===== src/rtl/truth_table_sweeper.sv =====
// rtl/truth_table_sweeper.sv - drives all 16 vectors into a 4-input function and captures its truth table
// Optional expected-table compare: define TRUTH_TABLE_SWEEPER_EXPECT_EN.
module truth_table_sweeper #(
  parameter int SETTLE_CYCLES = 1
) (
  input  logic        clk,
  input  logic        rst_n,
  input  logic        start,
  input  logic        abort,
  input  logic        b,
`ifdef TRUTH_TABLE_SWEEPER_EXPECT_EN
  input  logic [15:0] expected,
  output logic        mismatch,
  output logic [3:0]  mismatch_idx,
`endif
  output logic        x1,
  output logic        y1,
  output logic        x2,
  output logic        y2,
  output logic        busy,
  output logic        done,
  output logic        table_valid,
  output logic [15:0] truth_table,
  output logic [4:0]  ones_count
);

  typedef enum logic [1:0] {S_IDLE, S_RUN, S_DONE} state_t;

  localparam logic [3:0] LAST_SETTLE = 4'(SETTLE_CYCLES - 1);

  state_t      state_q, state_d;
  logic [3:0]  idx_q, idx_d;
  logic [3:0]  settle_q, settle_d;
  logic [3:0]  vec_q, vec_d;
  logic [15:0] table_q, table_d;
  logic [4:0]  ones_q, ones_d;
  logic        valid_q, valid_d;
  logic        start_acc;
  logic        sample;
  logic        last_vec;

`ifdef TRUTH_TABLE_SWEEPER_EXPECT_EN
  logic [15:0] exp_q, exp_d;
  logic        mm_q, mm_d;
  logic [3:0]  mmi_q, mmi_d;
  logic [15:0] diff;
`endif

  // abort dominates both start in IDLE and the sample edge in RUN
  assign start_acc = (state_q == S_IDLE) && start && !abort;
  assign sample    = (state_q == S_RUN) && !abort && (settle_q == LAST_SETTLE);
  assign last_vec  = (idx_q == 4'd15);

  always_ff @(posedge clk or negedge rst_n) begin
    if (!rst_n) state_q <= S_IDLE;
    else        state_q <= state_d;
  end

  always_comb begin
    state_d = state_q;
    case (state_q)
      S_IDLE: if (start_acc) state_d = S_RUN;
      S_RUN: begin
        if (abort)                   state_d = S_IDLE;
        else if (sample && last_vec) state_d = S_DONE;
      end
      S_DONE:  state_d = S_IDLE;
      default: state_d = S_IDLE;
    endcase
  end

  always_comb begin
    busy = (state_q == S_RUN);
    done = (state_q == S_DONE);
    {x1, y1, x2, y2} = vec_q;
    table_valid = valid_q;
    truth_table = table_q;
    ones_count  = ones_q;
`ifdef TRUTH_TABLE_SWEEPER_EXPECT_EN
    mismatch     = mm_q;
    mismatch_idx = mmi_q;
`endif
  end

  always_comb begin
    idx_d    = idx_q;
    settle_d = settle_q;
    vec_d    = vec_q;
    table_d  = table_q;
    ones_d   = ones_q;
    valid_d  = valid_q;
`ifdef TRUTH_TABLE_SWEEPER_EXPECT_EN
    exp_d = exp_q;
    mm_d  = mm_q;
    mmi_d = mmi_q;
    diff  = '0;
`endif
    if (start_acc) begin
      idx_d    = '0;
      settle_d = '0;
      vec_d    = '0;
      table_d  = '0;
      ones_d   = '0;
      valid_d  = 1'b0;
`ifdef TRUTH_TABLE_SWEEPER_EXPECT_EN
      exp_d = expected;
      mm_d  = 1'b0;
      mmi_d = '0;
`endif
    end else if (state_q == S_RUN) begin
      if (abort) begin
        idx_d    = '0;
        settle_d = '0;
        vec_d    = '0;
      end else if (sample) begin
        table_d[idx_q] = b;
        ones_d         = ones_q + {4'd0, b};
        settle_d       = '0;
        if (last_vec) begin
          idx_d   = '0;
          vec_d   = '0;
          valid_d = 1'b1;
`ifdef TRUTH_TABLE_SWEEPER_EXPECT_EN
          diff = table_d ^ exp_q;
          mm_d = |diff;
          mmi_d = '0;
          for (int i = 15; i >= 0; i--) begin
            if (diff[i]) mmi_d = 4'(i);
          end
`endif
        end else begin
          idx_d = idx_q + 4'd1;
          vec_d = idx_q + 4'd1;
        end
      end else begin
        settle_d = settle_q + 4'd1;
      end
    end
  end

  always_ff @(posedge clk or negedge rst_n) begin
    if (!rst_n) begin
      idx_q    <= '0;
      settle_q <= '0;
      vec_q    <= '0;
      table_q  <= '0;
      ones_q   <= '0;
      valid_q  <= 1'b0;
`ifdef TRUTH_TABLE_SWEEPER_EXPECT_EN
      exp_q <= '0;
      mm_q  <= 1'b0;
      mmi_q <= '0;
`endif
    end else begin
      idx_q    <= idx_d;
      settle_q <= settle_d;
      vec_q    <= vec_d;
      table_q  <= table_d;
      ones_q   <= ones_d;
      valid_q  <= valid_d;
`ifdef TRUTH_TABLE_SWEEPER_EXPECT_EN
      exp_q <= exp_d;
      mm_q  <= mm_d;
      mmi_q <= mmi_d;
`endif
    end
  end

endmodule

===== config.mk =====
export PLATFORM = sky130hd
export DESIGN_NAME = truth_table_sweeper
export DESIGN_NICKNAME = d
export VERILOG_FILES = /design/src/rtl/truth_table_sweeper.sv
export SDC_FILE = /design/constraint.sdc
export NUM_CORES = 1
export LEC_CHECK = 0
export CAP_MARGIN = 20
export CORE_ASPECT_RATIO = 0.7
export CORE_MARGIN = 2
export CORE_UTILIZATION = 65
export DETAILED_ROUTE_END_ITERATION = 10
export DONT_BUFFER_PORTS = 1
export GPL_TIMING_DRIVEN = 0
export PLACE_DENSITY = 0.78
export SYNTH_ARGS = -nofsm -noshare
export SYNTH_HDL_FRONTEND = slang
export SYNTH_SLANG_ARGS = --single-unit

===== constraint.sdc =====
create_clock -name clk -period 4.1 [get_ports clk]
set_input_delay 0.41 -clock clk [delete_from_list [all_inputs] [get_ports clk]]
set_output_delay 0.41 -clock clk [all_outputs]
set_load 0.05 [all_outputs]

Word level (Yosys, flattened, before mapping)
Index checks and enable logic that the tools add are counted.
- add/subtract/negate cells: 3
- magnitude comparators: 2
- equal/unequal tests: 6
- multiplexer cells: 29
- reductions and logical operators: 17
- operators by type and width (cell ; count):
    2-to-1 mux 16 bit ; 4
    2-to-1 mux 4 bit ; 9
    2-to-1 mux 5 bit ; 4
    bitwise mux 16 bit ; 1
    adder 4 x 1 -> 4 bit (second input constant) ; 2
    logical AND 1 bit ; 6
    2-to-1 mux 1 bit ; 6
    2-to-1 mux 2 bit ; 3
    nonzero test 2 bit ; 3
    adder 5 x 1 -> 5 bit ; 1
    < comparator 4 x 5 -> 1 bit (second input constant) ; 1
    demux 1 bit (select 4 bit) ; 1
    == test 4 bit (second input constant) ; 1
    greater-or-equal comparator 4 x 1 -> 1 bit (second input constant) ; 1
    logical NOT 4 bit ; 1
    case mux 2 bit (2 select lines) ; 1
    AND reduction 2 bit ; 2
    AND reduction 4 bit ; 1
    inequality test 3 x 2 -> 1 bit (second input constant) ; 1
    AND reduction 3 bit ; 1
    nonzero test 3 bit ; 1
    == test 2 x 1 -> 1 bit (second input constant) ; 1
    == test 2 bit (second input constant) ; 1
    logical NOT 2 bit ; 1
    3 further kinds ; 3
- flip-flop bits (word level): 32
- bits of input ports: 5
- output and inout port bits: 28
- word-level logic and storage cells: 63

Depth between registers and ports, before layout
- depth in word-level cells: 9
- mapped depth: 7
- gate-level depth less buffers: 6

Least setup slack after synthesis
No wires, ideal clock.
- kind: register to register
- from: register settle_q[0]
- to: register table_q[14] (netlist: truth_table[14])
- library setup time: 0.079 ns
- arrival: 1.546 ns
- required time: 4.021 ns
- slack: 2.475 ns
- stages on the path, launching flop included: 8
- path buffers: 1
- period minus slack after synthesis: 1.625 ns
- cells stage by stage: dfrtp_1 > inv_1 > ha_1 > nor3b_4 > and2_1 > buf_4 > and4_1 > mux2i_1
- word-level cells in the longest chain between the ends: 4
- ends and longest elaborated chain (what ; line ; source):
    start, declared ; 33 ; logic [3:0] settle_q, settle_d;
    start signal, assigned ; 156 ; settle_q <= settle_d;
    logical NOT 4 bit ; 51 ; assign sample = (state_q == S_RUN) && !abort && (settle_q == LAST_SETTLE);
    logical AND 1 bit ; 51 ;
    nonzero test 2 bit (no source line) ; n/a ;
    AND reduction 3 bit (no source line) ; n/a ;
    end signal, assigned ; 158 ; table_q <= table_d;
    end, declared ; 35 ; logic [15:0] table_q, table_d;
Every way passes these cells.
A chain may end at the register's enable or synchronous reset.

Final worst setup path
- from: register state_q[1]
- to: output done
- word-level cells in the longest chain between the ends: 1
- ends and longest elaborated chain (what ; line ; source):
    start, declared ; 31 ; state_t state_q, state_d;
    start signal, assigned ; 56 ; else state_q <= state_d;
    == test 2 bit ; 74 ; done = (state_q == S_DONE);
    end, declared ; 21 ; output logic done,
Every way passes these cells.

==> results_dict.tcl <==
set metrics [dict create \
    hp-class "in2reg" \
    final_common_cell "dfrtp_1" \
    yosysTopAreaCell "dfrtp_1" \
    post_synth_num_cell_types 35 \
    grt_pass1_wl_um 5471 \
    path_buf_inv 0 \
    ys_seq_elements 32 \
    cts_max_path_buffers 2 \
    synth_edf_count 0 \
    dieWidth_um 63.82 \
    start_util_pct 67.24 \
    core_um2 2421 \
    area.growth.synth_to_final_pct 8.071 \
    rows 15 \
    setup_violations 0 \
    post-route-period-util_pct 48.29 \
    grt-ovfl-total 0 \
    clk_pin_slew_worst_paths_ns 0.10 \
    crit_path_max_fanout 5 \
    routedWlPerCell_um 16.67 \
    cts_tree "built" \
    final.setup.tns_ns 0 \
    cts_root_buf "clkbuf_4" \
    gp_congestion 0.8483 \
    final_layout_size_suffix_gt1_share_pct 8.721 \
    cts_resized 0 \
    critPathArrivalTime_ns 1.57 \
    max_cap_violations 0 \
    antenna_left 0 \
    start_kind "flip-flop" \
    yosys_warnings 0 \
    crit_type "reg2out" \
    fmax_ghz 0.5051 \
    utilization_pct 72.66 \
    cp_slowest_cell "nor2b_1" \
    io_pins 33 \
    layout_common_cells "dfrtp_1, o21ai_0, nand3_1, nand2_1, nand4_1" \
    dr.pass1.iters 4 \
    cp_top_family "simple AND/OR/NAND/NOR gates" \
    netlist_area_um2 1628 \
    track_usage_pct 25.85 \
    critPathRequiredTime_ns 3.69 \
    first_iter_violations 118 \
    dr_total_vias 1297 \
    vdd_drop_max_mv 0.2929 \
    power.density_nw_per_um2 414.3 \
    synth_top_area_share_pct 49.19 \
    synth_area_per_cell_um2 10.05 \
    slew_violations 0 \
    synth_area_leaders "dfrtp_1, ha_1, o21ai_0" \
    async_flop_share_pct 100.0 \
    design_area_um2 1759 \
    synthFlopType "dfrtp_1" \
    finClkSkew_ns 0.007222 \
    port_buffers 0 \
    max_stage_delay_ns 0.79 \
    nets 184 \
    insertion_delay_ns 0.32 \
    numCtsBuffers 5 \
    syn-num-nets 175 \
    dp_hpwl_um 2426 \
    fillers 181 \
    finalHoldViolCount 0 \
    worstMarginPinSlew_ns 0.9576 \
    detail_route.wirelength_um 3433 \
    die_y_um 45.87 \
    cts_sinks 32 \
    dpl_cell_area_um2 1670 \
    critPathCaptureType "primary output" \
    slew_headroom_pct 36.03 \
    first_global_vias 1155 \
    power.leakage_uw 0.0007763 \
    dieArea_um2 2927 \
    routed_via_density 6.296 \
    syn_inst 162 \
    antenna_found_initial 0 \
    grt_max_degree 33 \
    rsz0062_at_grt "false" \
    htreeDepth 2 \
    cp_cell_sequence "nor2b_1" \
    yosysSeqAreaShare_pct 49.19 \
    ff_latch_area_um2 800.8 \
    diodes 0 \
    fin_crit_ns 1.980 \
    status "finished, final reports clean" \
    post-route-drc-count 0 \
    multi_input_area_um2 755.7 \
]
timing repair:
action                    4_1_cts  5_1_grt
setup buffers                   0        0
hold endpoints to repair       32        0
hold buffers                    2        0
Yosys cell counts (2+ instances only):
library cell and instances:
a21oi_1 3, a22o_1 2, and4_1 3, buf_2 3, clkbuf_1 4, dfrtp_1 32
ha_1 8, inv_1 6, mux2i_1 7, nand2_1 13, nand2b_1 2, nand3_1 17
nand4_1 12, nor2_1 6, nor2b_1 5, nor3_1 2, nor3b_4 2, o21ai_0 18
power by group:
| part | switching, µW | internal (µW) | leakage (µW) |
|---|---|---|---|
| Combinational | 73.4 | 38.7 | 0.000302 |
| Sequential | 93.1 | 334 | 0.000442 |
| Clock | 105 | 84.6 | 0.0000326 |
| Total | 271 | 457 | 0.000776 |
routing by layer:
metal | track usage (%) | vias up | wire length, µm
met5 | 0 | - | 0
met4 | 8.261 | 0 | 38
met3 | 8.911 | 5 | 253
met2 | 41.04 | 39 | 1577
met1 | 33.86 | 645 | 1564
li1 | - | 608 | -
final timing paths:
kind	slack [ns]	from	cells past startpoint	to
min	0.32	abort	2	state_q[0]
min reg2reg	0.55	settle_q[3]	1	settle_q[3]
min in group asynchronous	0.52	rst_n	2	ones_count[1]
max reg2reg	2.18	state_q[1]	5	truth_table[8]
max	2.12	state_q[1]	1	done
max in group asynchronous	3.41	rst_n	2	truth_table[14]
stage by stage:
stage | std cells | power [µW] | hold slack [ns] | setup WS [ns]
6_report | 206 | 728.8 | 0.3212 | 2.120
5_1_grt | 206 | 757.3 | 0.3230 | 2.044
4_1_cts | 206 | 726.0 | 0.3188 | 2.126
3_5_place_dp | 196 | 532.9 | 0.1149 | 2.247
3_3_place_gp | 196 | 527.9 | 0.1149 | 2.284
2_1_floorplan | 162 | 504.4 | 0.1144 | 2.475
logic make-up (layout without fill, tap and decap cells):
| logic type | Yosys count | count (layout) | synth area share, % |
|---|---|---|---|
| simple gates | 68 | 68 | 23.98 |
| compound gates | 31 | 31 | 11.45 |
| buf+inv | 15 | 25 | 4.381 |
| mux | 7 | 7 | 4.305 |
| xor+xnor | 1 | 1 | 0.5381 |
| flops | 32 | 32 | 49.19 |
| fa+ha+maj | 8 | 8 | 6.149 |
area by class of cell:
cell class,count,area share [%]
well taps,34,2.418
inverters,6,1.280
clock buffers,8,3.343
repair buffers,2,1.707
multi-input cells,115,42.96
flip-flops and latches,32,45.52
plain buffers,9,2.774
registers in the layout, indices dropped and copies added, names as in the netlist:
signal and count:
settle_q 4, table_valid 1, ones_count 5, truth_table 16, vec_q 4, state_q 2
(Power assumes the default switching activity.)
